## src/rtl/seq_divider.sv

```systemverilog
// -----------------------------------------------------------------------------
// seq_divider
//   Multi-cycle restoring divider (one quotient bit per clock) with optional
//   two's-complement operation, divide-by-zero detection and, when the macro
//   SEQ_DIVIDER_EARLY_OUT_EN is defined, an early-out path for |A| < |B|.
//
// Parameters
//   WIDTH      operand/result width (4..64)
//
// Ports
//   clk        clock, all state updates on the rising edge
//   reset      synchronous active-high reset, priority over everything
//   start      request pulse, only sampled while busy = 0
//   signed_op  1 = signed divide, 0 = unsigned divide (latched with start)
//   srcA       dividend (latched with start)
//   srcB       divisor  (latched with start)
//   busy       high from the accepting edge until the edge that raises done
//   done       one-cycle pulse marking valid results
//   divZero    set when the accepted divisor was zero
//   hi         remainder (sign of the dividend)
//   lo         quotient (truncated toward zero)
//
// Configuration
//   SEQ_DIVIDER_EARLY_OUT_EN  when defined, |A| < |B| skips the iteration.
// -----------------------------------------------------------------------------
module seq_divider #(
  parameter int WIDTH = 32
) (
  input  logic             clk,
  input  logic             reset,
  input  logic             start,
  input  logic             signed_op,
  input  logic [WIDTH-1:0] srcA,
  input  logic [WIDTH-1:0] srcB,
  output logic             busy,
  output logic             done,
  output logic             divZero,
  output logic [WIDTH-1:0] hi,
  output logic [WIDTH-1:0] lo
);

  localparam int CNT_W = $clog2(WIDTH + 1);
  localparam logic [CNT_W-1:0] CNT_ONE  = CNT_W'(1);
  localparam logic [CNT_W-1:0] CNT_LAST = CNT_W'(WIDTH - 1);

  typedef enum logic [1:0] {
    ST_IDLE = 2'd0,
    ST_RUN  = 2'd1,
    ST_FIN  = 2'd2
  } state_t;

  state_t             state_q, state_d;
  logic               busy_q, busy_d;
  logic               done_q, done_d;
  logic               div_zero_q, div_zero_d;
  logic [WIDTH-1:0]   hi_q, hi_d;
  logic [WIDTH-1:0]   lo_q, lo_d;
  logic [WIDTH:0]     rem_q, rem_d;     // partial remainder, one guard bit
  logic [WIDTH-1:0]   quot_q, quot_d;
  logic [WIDTH-1:0]   dvd_q, dvd_d;     // dividend magnitude, shifted out MSB-first
  logic [WIDTH-1:0]   dvs_q, dvs_d;     // divisor magnitude
  logic [CNT_W-1:0]   cnt_q, cnt_d;
  logic               qneg_q, qneg_d;
  logic               rneg_q, rneg_d;
  logic               bz_q, bz_d;       // accepted divisor was zero

  logic               a_neg_s, b_neg_s;
  logic [WIDTH-1:0]   mag_a_s, mag_b_s;
  logic [WIDTH+1:0]   shifted_s;
  logic [WIDTH:0]     diff_s;
  logic               ge_s;

  // Operand magnitudes and one restoring step of the datapath
  always_comb begin
    a_neg_s   = signed_op & srcA[WIDTH-1];
    b_neg_s   = signed_op & srcB[WIDTH-1];
    mag_a_s   = a_neg_s ? (~srcA + {{(WIDTH-1){1'b0}}, 1'b1}) : srcA;
    mag_b_s   = b_neg_s ? (~srcB + {{(WIDTH-1){1'b0}}, 1'b1}) : srcB;
    shifted_s = {rem_q, dvd_q[WIDTH-1]};
    ge_s      = (shifted_s >= {2'b00, dvs_q});
    diff_s    = shifted_s[WIDTH:0] - {1'b0, dvs_q};
  end

  // Next-state and datapath control
  always_comb begin
    state_d    = state_q;
    busy_d     = busy_q;
    done_d     = 1'b0;
    div_zero_d = div_zero_q;
    hi_d       = hi_q;
    lo_d       = lo_q;
    rem_d      = rem_q;
    quot_d     = quot_q;
    dvd_d      = dvd_q;
    dvs_d      = dvs_q;
    cnt_d      = cnt_q;
    qneg_d     = qneg_q;
    rneg_d     = rneg_q;
    bz_d       = bz_q;

    case (state_q)
      ST_IDLE: begin
        if (start) begin
          dvd_d      = mag_a_s;
          dvs_d      = mag_b_s;
          rem_d      = {(WIDTH+1){1'b0}};
          quot_d     = {WIDTH{1'b0}};
          cnt_d      = {CNT_W{1'b0}};
          qneg_d     = a_neg_s ^ b_neg_s;
          rneg_d     = a_neg_s;
          div_zero_d = 1'b0;
          busy_d     = 1'b1;
          bz_d       = (srcB == {WIDTH{1'b0}});
          if (srcB == {WIDTH{1'b0}}) begin
            state_d = ST_FIN;
          end
`ifdef SEQ_DIVIDER_EARLY_OUT_EN
          else if (mag_a_s < mag_b_s) begin
            // Quotient is zero; the remainder is |A| and FIN restores its sign.
            rem_d   = {1'b0, mag_a_s};
            state_d = ST_FIN;
          end
`endif
          else begin
            state_d = ST_RUN;
          end
        end else begin
          state_d = ST_IDLE;
        end
      end

      ST_RUN: begin
        rem_d  = ge_s ? diff_s : shifted_s[WIDTH:0];
        quot_d = {quot_q[WIDTH-2:0], ge_s};
        dvd_d  = {dvd_q[WIDTH-2:0], 1'b0};
        cnt_d  = cnt_q + CNT_ONE;
        if (cnt_q == CNT_LAST) begin
          state_d = ST_FIN;
        end else begin
          state_d = ST_RUN;
        end
      end

      ST_FIN: begin
        done_d  = 1'b1;
        busy_d  = 1'b0;
        state_d = ST_IDLE;
        if (bz_q) begin
          // Divide by zero: flag it and leave the previous results in place.
          div_zero_d = 1'b1;
        end else begin
          lo_d = qneg_q ? (~quot_q + {{(WIDTH-1){1'b0}}, 1'b1}) : quot_q;
          hi_d = rneg_q ? (~rem_q[WIDTH-1:0] + {{(WIDTH-1){1'b0}}, 1'b1})
                        : rem_q[WIDTH-1:0];
        end
      end

      default: begin
        state_d = ST_IDLE;
        busy_d  = 1'b0;
      end
    endcase
  end

  // State and datapath registers with synchronous reset
  always_ff @(posedge clk) begin
    if (reset) begin
      state_q    <= ST_IDLE;
      busy_q     <= 1'b0;
      done_q     <= 1'b0;
      div_zero_q <= 1'b0;
      hi_q       <= {WIDTH{1'b0}};
      lo_q       <= {WIDTH{1'b0}};
      rem_q      <= {(WIDTH+1){1'b0}};
      quot_q     <= {WIDTH{1'b0}};
      dvd_q      <= {WIDTH{1'b0}};
      dvs_q      <= {WIDTH{1'b0}};
      cnt_q      <= {CNT_W{1'b0}};
      qneg_q     <= 1'b0;
      rneg_q     <= 1'b0;
      bz_q       <= 1'b0;
    end else begin
      state_q    <= state_d;
      busy_q     <= busy_d;
      done_q     <= done_d;
      div_zero_q <= div_zero_d;
      hi_q       <= hi_d;
      lo_q       <= lo_d;
      rem_q      <= rem_d;
      quot_q     <= quot_d;
      dvd_q      <= dvd_d;
      dvs_q      <= dvs_d;
      cnt_q      <= cnt_d;
      qneg_q     <= qneg_d;
      rneg_q     <= rneg_d;
      bz_q       <= bz_d;
    end
  end

  assign busy    = busy_q;
  assign done    = done_q;
  assign divZero = div_zero_q;
  assign hi      = hi_q;
  assign lo      = lo_q;

endmodule

```

## config.mk

```make
export PLATFORM = sky130hd
export DESIGN_NAME = seq_divider
export DESIGN_NICKNAME = d
export VERILOG_FILES = /design/src/rtl/seq_divider.sv
export SDC_FILE = /design/constraint.sdc
export NUM_CORES = 1
export LEC_CHECK = 0
export ABC_AREA = 0
export CAP_MARGIN = 0
export CORE_UTILIZATION = 45
export DETAILED_ROUTE_END_ITERATION = 16
export PLACE_DENSITY_LB_ADDON = 0.1
export SYNTH_ARGS = -nofsm -noshare
export SYNTH_HDL_FRONTEND = slang
export SYNTH_SLANG_ARGS = --single-unit
```

## constraint.sdc

```tcl
create_clock -name clk -period 9.2 [get_ports clk]
set_input_delay 1.38 -clock clk [delete_from_list [all_inputs] [get_ports clk]]
set_output_delay 1.38 -clock clk [all_outputs]
set_load 0.005 [all_outputs]
```

==> results.json <==
{
  "syn_nets": 1585,
  "final_area_um2": 14100,
  "root_buffer": "clkbuf_16",
  "syn_avg_cell_area_um2": 8.02,
  "ys_top_cells_by_count": "dfxtp_1, nor2_1, nand2_1",
  "io_pins": 135,
  "critical_path_arrival_ns": 4.51,
  "drt-total-wl_um": 28900,
  "place_hpwl_um": 20700,
  "synth.largest_area_cell": "dfxtp_1",
  "grtUsageTotal_pct": 21.1,
  "p_per_area_nw_per_um2": 189,
  "via_count": 10568,
  "clock-sinks": 207,
  "comb_power_share_pct": 28.9,
  "max_slew_margin_pct": 25.4,
  "setup_violations": 0,
  "rsz0062_at_grt": "false",
  "initial_utilization_pct": 45.7,
  "synth_most_common_cell": "dfxtp_1",
  "endpoint": "dvd_q[29]",
  "clk_latency_ns": 0.53,
  "tightest_slew_ns": 1.12,
  "cts_buffers": 23,
  "pwr-share-clk_pct": 33.7,
  "critPathRequiredTime_ns": 9.64,
  "postCtsSetupBuffers": 0,
  "switching_share_pct": 32.8,
  "finalNetCount": 1659,
  "ys_ff_latch": 207,
  "grt_max_degree": 100,
  "n_antenna_cell": 0,
  "placed_area_um2": 13300,
  "grt-ovfl-total": 0,
  "fin_skew_ns": 0.0113,
  "reg2reg_depth": 13,
  "r2r_end": "rem_q[27]",
  "min_path_type": "reg -> reg",
  "timing.max_cap.violations": 0,
  "ys_warn_count": 0,
  "intPower_w": 0.00178,
  "synthTopCellsByArea": "dfxtp_1, xor2_1, nor2_1",
  "gp_congestion": 0.883,
  "leakagePower_nw": 5.38,
  "io_buffers": 134,
  "die-area_um2": 27000,
  "wire_per_inst_um": 15.1,
  "grt_antenna_before_repair": 0,
  "post-route-drc-count": 0,
  "cp-start-kind": "input port",
  "r2r_start": "dvd_q[31]",
  "stdcell_count": 1905,
  "cp-startpoint": "srcA[2]",
  "h-tree-depth": 1,
  "clk_path_buf_depth": 3,
  "netlist.area_leader.share_pct": 34.9,
  "post-route-period-util_pct": 44.3,
  "drive_above_1_share_pct": 4.65,
  "ys_types": 63,
  "rrSetupSlack_ns": 5.33,
  "timing.final.max_slew_violations": 0,
  "clkTransAtPathRegs_ns": 0.06,
  "drt_iter0_markers": 637,
  "fin_crit_ns": 4.07,
  "die_width_um": 164,
  "grt_pass1_wl_um": 47100,
  "async_flop_share_pct": 0,
  "cts_tree": "yes",
  "netlist_area_um2": 11900,
  "ctsHoldBuffers": 0,
  "synth-seq-area-share_pct": 34.9,
  "place_inst": 1863,
  "synth_edf_count": 0,
  "critPathMaxFanout": 6,
  "antenna_left": 0,
  "switching_power_w": 0.000871,
  "cts-resized-gates": 0,
  "num_rows": 59,
  "fmax_mhz": 246,
  "syn_to_final_growth_pct": 18.6,
  "fin_setup_tns_ns": 0,
  "die_y_um": 164,
  "via_per_inst": 5.55,
  "hold_violations": 0,
  "fp.coreArea_um2": 26000,
  "crit_type": "in -> reg",
  "grt_pass1_vias": 9377,
  "nFillCells": 2485,
  "cp-end-kind": "flop",
  "synth-main-ff-cell": "dfxtp_1",
  "status": "finished, final reports clean",
  "drt-pass1-iter-count": 5,
  "power.sequential.fraction_pct": 37.4,
  "ir_worst_vdd_v": 0.000143,
  "synth_cells": 1479
}
==> sequential cells by signal (all words and copies together), names as in the netlist <==
| signal | count |
|---|---|
| rem_q | 33 |
| dvd_q | 32 |
| dvs_q | 32 |
| hi | 32 |
| lo | 32 |
| quot_q | 32 |
| cnt_q | 6 |
| state_q | 2 |
| busy | 1 |
| bz_q | 1 |
| divZero | 1 |
| done | 1 |
| qneg_q | 1 |
| rneg_q | 1 |
==> final cells by class <==
| class | count | area, µm² | area share, % |
|---|---|---|---|
| clock buffers | 37 | 698 | 4.96 |
| clock inverters | 5 | 40.0 | 0.284 |
| inverters | 49 | 184 | 1.31 |
| multi-input cells | 1130 | 7190 | 51.1 |
| flip-flops and latches | 207 | 4140 | 29.4 |
| well taps | 335 | 419 | 2.98 |
| repair buffers | 142 | 1400 | 9.94 |
==> power groups by stage <==
stage	sequential (W)	clock (W)	combinational (W)
4_1_cts	0.000993	0.000918	0.000767
3_5_place_dp	0.00101	0	0.000764
2_1_floorplan	0.000991	0	0.000593
3_3_place_gp	0.00101	0	0.000759
5_1_grt	0.00100	0.000954	0.000855
6_report	0.000993	0.000894	0.000769
==> cell families (layout without fill, tap and decap cells) <==
logic type,Yosys count,after routing,synth area share [%]
multiplexers,28,28,2.36
XOR/XNOR,142,142,10.5
flip-flops,207,207,34.9
AO/OA/AOI/OAI,444,444,24.7
AND/OR/NAND/NOR,478,478,18.7
adder cells (fa/ha/maj),38,38,4.07
buffers and inverters,142,233,4.76
==> how the worst min path moves through the flow <==
stage | depth (start not counted) | slack [ns] | start | endpoint
5_1_grt | 2 | 0.48 | dvd_q[0] | dvd_q[0]
2_1_floorplan | 2 | 0.43 | dvd_q[0] | dvd_q[0]
4_1_cts | 2 | 0.46 | lo[21] | lo[21]
3_3_place_gp | 2 | 0.44 | lo[0] | lo[0]
6_report | 2 | 0.46 | dvs_q[0] | dvs_q[0]
3_5_place_dp | 2 | 0.45 | lo[21] | lo[21]
==> layout by cell type, fill, tap and decap left out, types with 6 or more instances in the layout <==
cell             count
clkbuf_8             7
or4_1               15
clkbuf_1             7
a22oi_1             62
nand3_1             15
o21ai_0             91
nand2_1            131
or3_1               17
o41ai_1             14
and3_1               9
nor4_1               7
a211oi_1            91
a31oi_1             10
xnor2_1             47
o31ai_1             26
nand2b_1            14
dfxtp_1            207
nor3_1              22
nand4_1             10
ha_1                37
inv_1               49
nor2_1             195
a21oi_1             93
nor2b_1              8
a21o_1              15
clkdlybuf4s50_1    133
mux2i_1             28
clkbuf_16           23
xor2_1              95
or2_2                7
a32oi_1              6
buf_4                9
o211ai_1             6
==> worst max-delay path, cell delays in order <==
cell and delay [ns]:
clkdlybuf4s50_1 0.49, nor4_1 0.71, nand3_1 0.31, nor4b_1 0.70, nand2_1 0.18, o41ai_1 0.35
xnor2_1 0.16, nand2_1 0.06, a21oi_1 0.16
==> through the flow <==
step                      hold WS (ns)  power (W)  util [%]  setup slack [ns]
after floorplan                  0.432    0.00158         -              5.40
after global placement           0.443    0.00177      51.3              4.74
after detailed placement         0.452    0.00178      51.3              4.67
after CTS                        0.460    0.00268      54.2              5.19
after global routing             0.479    0.00281      54.2              4.77
final                            0.458    0.00266      54.2              5.13
==> metal layers <==
layer  vias up  global-route usage (%)  wire, µm
met5         -                       0         0
met4         0                    4.46       391
met3        30                    3.16      1490
met2       249                    32.3     12200
met1      4805                    31.1     14700
li1       5484                       -         -
(Power assumes the default switching activity.)
